===== src/rtl/mul_modp_serial.sv =====
// Bit-serial modular multiplier over GF(2^255-19): MSB-first double-and-add,
// one modular doubling and one modular add per cycle, valid/ready on both sides.
module mul_modp_serial #(
  parameter int          N = 255,
  parameter logic [N-1:0] P = 255'h7fffffffffffffffffffffffffffffffffffffffffffffffffffffffffffffed
) (
  input  logic         clk,
  input  logic         rst,
  input  logic         in_valid,
  output logic         in_ready,
  input  logic [N-1:0] x,
  input  logic [N-1:0] y,
  output logic         out_valid,
  input  logic         out_ready,
  output logic [N-1:0] prod,
  output logic         busy
);

  localparam int CW = $clog2(N);
  localparam logic [N:0] P1 = {1'b0, P};

  typedef enum logic [1:0] {IDLE, RUN, DONE} state_t;

  state_t        state, next_state;
  logic [N-1:0]  acc, xr, yr;
  logic [CW-1:0] cnt;

  logic [N-1:0]  xred;
  logic [N:0]    dbl;
  logic [N-1:0]  dred;
  logic [N:0]    sum;
  logic [N-1:0]  sred;
  logic          accept;

  // 2^N-1 < 2P, so a single conditional subtract fully reduces any input,
  // and likewise for 2*acc and acc+xr since both terms are already < P.
  always_comb begin
    xred = (x >= P) ? N'(x - P) : x;
    dbl  = {acc, 1'b0};
    dred = (dbl >= P1) ? N'(dbl - P1) : dbl[N-1:0];
    sum  = {1'b0, dred} + {1'b0, (yr[cnt] ? xr : {N{1'b0}})};
    sred = (sum >= P1) ? N'(sum - P1) : sum[N-1:0];
  end

  always_ff @(posedge clk or posedge rst) begin
    if (rst) state <= IDLE;
    else     state <= next_state;
  end

  always_comb begin
    next_state = state;
    in_ready   = 1'b0;
    out_valid  = 1'b0;
    busy       = 1'b0;
    accept     = 1'b0;
    case (state)
      IDLE: begin
        in_ready = 1'b1;
        accept   = in_valid;
        if (in_valid) next_state = RUN;
      end
      RUN: begin
        busy = 1'b1;
        if (cnt == '0) next_state = DONE;
      end
      DONE: begin
        busy      = 1'b1;
        out_valid = 1'b1;
        if (out_ready) next_state = IDLE;
      end
      default: next_state = IDLE;
    endcase
  end

  always_ff @(posedge clk or posedge rst) begin
    if (rst) begin
      acc  <= '0;
      xr   <= '0;
      yr   <= '0;
      cnt  <= '0;
      prod <= '0;
    end else if (accept) begin
      xr  <= xred;
      yr  <= y;
      acc <= '0;
      cnt <= CW'(N - 1);
    end else if (state == RUN) begin
      acc <= sred;
      if (cnt == '0) prod <= sred;
      else           cnt  <= cnt - 1'b1;
    end
  end

endmodule

===== config.mk =====
export PLATFORM = sky130hd
export DESIGN_NAME = mul_modp_serial
export DESIGN_NICKNAME = d
export VERILOG_FILES = /design/src/rtl/mul_modp_serial.sv
export SDC_FILE = /design/constraint.sdc
export NUM_CORES = 2
export LEC_CHECK = 0
export CAP_MARGIN = 20
export CORE_UTILIZATION = 43
export CTS_CLUSTER_DIAMETER = 100
export CTS_CLUSTER_SIZE = 10
export DETAILED_ROUTE_END_ITERATION = 10
export DONT_BUFFER_PORTS = 1
export GPL_ROUTABILITY_DRIVEN = 1
export HOLD_SLACK_MARGIN = 0.12
export PLACE_DENSITY = 0.56
export SLEW_MARGIN = 40
export SYNTH_ARGS = -nofsm -noshare
export SYNTH_HDL_FRONTEND = slang
export SYNTH_SLANG_ARGS = --single-unit

===== constraint.sdc =====
create_clock -name clk -period 99.1 [get_ports clk]
set_input_delay 9.91 -clock clk [delete_from_list [all_inputs] [get_ports clk]]
set_output_delay 9.91 -clock clk [all_outputs]
set_load 0.05 [all_outputs]

==> tab_implementation.tex <==
\begin{tabular}{lr}
\hline
Metric & Value \\
\hline
\multicolumn{2}{l}{\textbf{Status}} \\
\quad Run status & complete, no violations \\
\multicolumn{2}{l}{\textbf{Power and ir drop}} \\
\quad Combinational cell fraction of total power & 0.639 \\
\quad Power density relative to cell area & 33.6 mW/mm2 \\
\quad Internal power summed over all cells & 0.00136 W \\
\quad Sw power & 0.00160 W \\
\quad Switching share of power & 0.540 \\
\quad Peak ir drop on the vdd network & 0.0000223 V \\
\quad Total leakage power & 34.0 nW \\
\quad Sequential power share & 0.229 \\
\quad Relative contribution of the clock network to total power & 0.131 \\
\multicolumn{2}{l}{\textbf{Clock network}} \\
\quad Level count of the clock H-tree & 3 \\
\quad CTS tree & done \\
\quad Number of buffers added to fix hold violations after cts & 0 \\
\quad Worst-case clock buffer depth & 3 \\
\quad Total number of clock tree sinks & 1,030 \\
\quad Clk pin slew, worst setup/hold paths & 0.06 ns \\
\quad Number of setup buffers added after CTS & 0 \\
\quad Clock latency on the worst-skew pair & 0.86 ns \\
\quad Number of buffers created by CTS & 115 \\
\quad Clk Tree Root Cell & clkbuf\_16 \\
\quad Cells resized by post-CTS repair & 0 \\
\multicolumn{2}{l}{\textbf{Min path}} \\
\quad Hold crit path type & register to register \\
\quad Worst Hold Depth & 2 \\
\multicolumn{2}{l}{\textbf{Die}} \\
\quad Floorplan Core Area & 0.188 mm2 \\
\quad Floorplan die height & 438 um \\
\quad Starting density of the core & 0.435 \\
\quad X dimension of the die & 438 um \\
\quad Number of I/O pins & 772 \\
\quad Die outline area & 0.192 mm2 \\
\quad Number of rows created at floorplan & 159 \\
\multicolumn{2}{l}{\textbf{STA}} \\
\quad Worst-case clock skew & 0.0912 ns \\
\quad Final critical path time including I/O delays and setup & 15.85 ns \\
\quad Unrepaired setup endpoints after global routing & false \\
\quad Count of final hold-check violations & 0 \\
\quad Total negative slack for setup checks & 0 ns \\
\quad Worst relative slew slack & 0.292 \\
\quad Achievable Freq & 63.1 MHz \\
\quad Transition at the pin with the smallest max-transition slack & 1.06 ns \\
\quad Total of endpoints with negative setup slack in the final report & 0 \\
\quad Post-route fraction of the period consumed by the critical path & 0.160 \\
\quad Number of max-slew violations in the final report & 0 \\
\multicolumn{2}{l}{\textbf{Synthesis}} \\
\quad Portion of synthesized cell area occupied by the leading cell type & 0.315 \\
\quad Yosys top cell by area & dfrtp\_1 \\
\quad Dominant register cell in the synthesized netlist & dfrtp\_1 \\
\quad Warning count from the yosys run & 0 \\
\quad Sequential share of the synthesized area & 0.315 \\
\quad Post-synth ARST share & 1.00 \\
\quad Post-Synthesis Mean Instance Area & 7.71 um2 \\
\quad Number of synthesized register bits & 1,030 \\
\quad Number of synthesized flops with an enable pin & 0 \\
\quad Most area-consuming cells after synthesis & dfrtp\_1, nand2\_1, a21oi\_1, o21ai\_0, ha\_1 \\
\quad Net count after synthesis & 11,400 \\
\quad Syn Inst Count & 10,600 \\
\quad Synthesized cell area & 0.0819 mm2 \\
\quad Synth unique cells & 105 \\
\multicolumn{2}{l}{\textbf{Layout}} \\
\quad Number of nets in the final layout & 11,100 \\
\quad Number of fill cells & 18,800 \\
\quad Most common cell after layout, fill and taps aside & nand2\_1 \\
\quad Proportion of layout cells with a drive suffix above 1 & 0.0666 \\
\quad Signed area change from the synthesized netlist to the final layout & 7.85\% \\
\quad Most frequent cells in the layout & nand2\_1, dfrtp\_1, a21oi\_1, o21ai\_0, nor2\_1 \\
\quad Finished Core Util & 0.469 \\
\multicolumn{2}{l}{\textbf{Critical path}} \\
\quad Delay of the slowest cell on the worst path & 0.89 ns \\
\quad Crit path max fanout & 61 \\
\quad Setup CP Type & register to register \\
\quad Critical path data required time & 99.77 ns \\
\quad Cell with the largest stage delay on the worst path & or4\_1 \\
\quad Crit path capture type & register \\
\quad Cell seen most often among critical-path stages & or3\_1 \\
\quad CP Data Arrival Time & 16.51 ns \\
\quad Worst R2R Path Depth & 35 \\
\quad Kind of launch point of the worst setup path & register \\
\multicolumn{2}{l}{\textbf{Global routing}} \\
\quad Initial antenna violation count & 40 \\
\quad First-pass GRT wire length & 613 mm \\
\quad Largest net degree at the start of global routing & 179 \\
\quad Via count of the first global-routing pass & 81,800 \\
\quad Overall overflow remaining after global route & 0 \\
\quad All-layer global routing usage & 0.442 \\
\multicolumn{2}{l}{\textbf{Job}} \\
\quad Maximum capacitance violations & 0 \\
\multicolumn{2}{l}{\textbf{Place}} \\
\quad Routability congestion estimate from global placement & 1.14 \\
\quad Total half-perimeter wirelength after legalization and detailed placement & 365 mm \\
\quad Number of I/O port buffers & 0 \\
\multicolumn{2}{l}{\textbf{Routing}} \\
\quad Via density per instance & 6.90 \\
\quad Average routed wire per standard cell & 34.4 um \\
\quad Routed Wire Length & 442 mm \\
\quad Drt pass-1 iters & 10 \\
\quad DRC errors left & 0 \\
\quad Remaining antenna violation count & 0 \\
\quad Total via count after detailed routing & 88,800 \\
\quad Violation count after the first detailed-route iteration & 12,100 \\
\hline
\end{tabular}
==> cell usage after synthesis (200+ instances only) <==
master,number
nand2_1,1779
dfrtp_1,1030
a21oi_1,882
o21ai_0,803
nor2_1,767
clkbuf_1,470
nand4_1,453
nand3_1,384
nor3_1,348
and2_1,341
xnor2_1,332
ha_1,264
a22o_1,260
nor4_1,223
xor2_1,200
==> worst paths after layout <==
kind / from / slack (ns) / end
hold reg to reg: yr[139] / 0.47 / yr[139]
min in group asynchronous: rst / 8.99 / prod[89]
setup reg to reg: acc[134] / 83.25 / acc[110]
hold / removal: yr[139] / 0.47 / yr[139]
setup / recovery: acc[134] / 83.25 / acc[110]
max in group asynchronous: rst / 86.56 / prod[213]
==> power groups by stage <==
stage / Clock [W] / Sequential (W) / Combinational [W]
floorplan: 0 / 0.000634 / 0.00122
CTS: 0.000395 / 0.000675 / 0.00183
finish: 0.000389 / 0.000680 / 0.00190
detailed placement: 0 / 0.000681 / 0.00182
global placement: 0 / 0.000675 / 0.00179
global route: 0.000409 / 0.000694 / 0.00199
==> stage by stage <==
stage	instances	area (um2)	power, W	worst slack [ns]	hold WS (ns)
finish	12900	88300	0.00296	83.25	0.468
global route	12900	88300	0.00310	82.99	0.485
CTS	12800	87900	0.00290	83.83	0.471
detailed placement	12700	84800	0.00250	83.81	0.457
global placement	12700	84200	0.00247	83.53	0.451
floorplan	10600	81900	0.00185	60.20	0.430
==> layout make-up <==
type / count / area (um2) / share of cell area
well taps: 2495 / 3120 / 0.0354
multi-input cells: 8850 / 53900 / 0.611
inverters: 117 / 452 / 0.00512
flip-flops and latches: 1030 / 25800 / 0.292
repair buffers: 214 / 1780 / 0.0201
diodes: 30 / 75.1 / 0.000850
clock buffers: 119 / 2900 / 0.0329
clock inverters: 12 / 256 / 0.00291
==> worst max-delay path, delay by kind of cell (launching register included) <==
family / cells / cell delay [ns]
AOI/OAI and AO/OA: 5 / 2.34
xor gates and xnor gates: 2 / 0.36
adders and majority gates: 1 / 0.48
buffers and inverters: 3 / 1.06
DFF: 1 / 0.46
and+or+nand+nor: 24 / 10.71
==> cells by family (layout without fill, tap and decap cells) <==
family	Yosys count	count (layout)	synth area share
and+or+nand+nor	5043	5043	0.305
adders and majority gates	265	265	0.0406
DFF	1030	1030	0.315
xor gates and xnor gates	532	532	0.0569
other	0	30	0
muxes	118	118	0.0267
buffers and inverters	738	462	0.0358
AOI/OAI and AO/OA	2892	2892	0.220
==> per-layer routing <==
| layer | global-route usage | share of wire | wire [um] |
|---|---|---|---|
| met5 | 0 | 0.00038 | 169 |
| met3 | 0.130 | 0.12 | 51700 |
| met4 | 0.248 | 0.067 | 29700 |
| met1 | 0.593 | 0.40 | 179000 |
| met2 | 0.632 | 0.41 | 182000 |
==> registers in the layout, indices dropped and copies added, names as in the netlist <==
signal	count
cnt	8
xr	255
yr	255
state	2
acc	255
prod	255
Power figures use the tool's default switching activity.
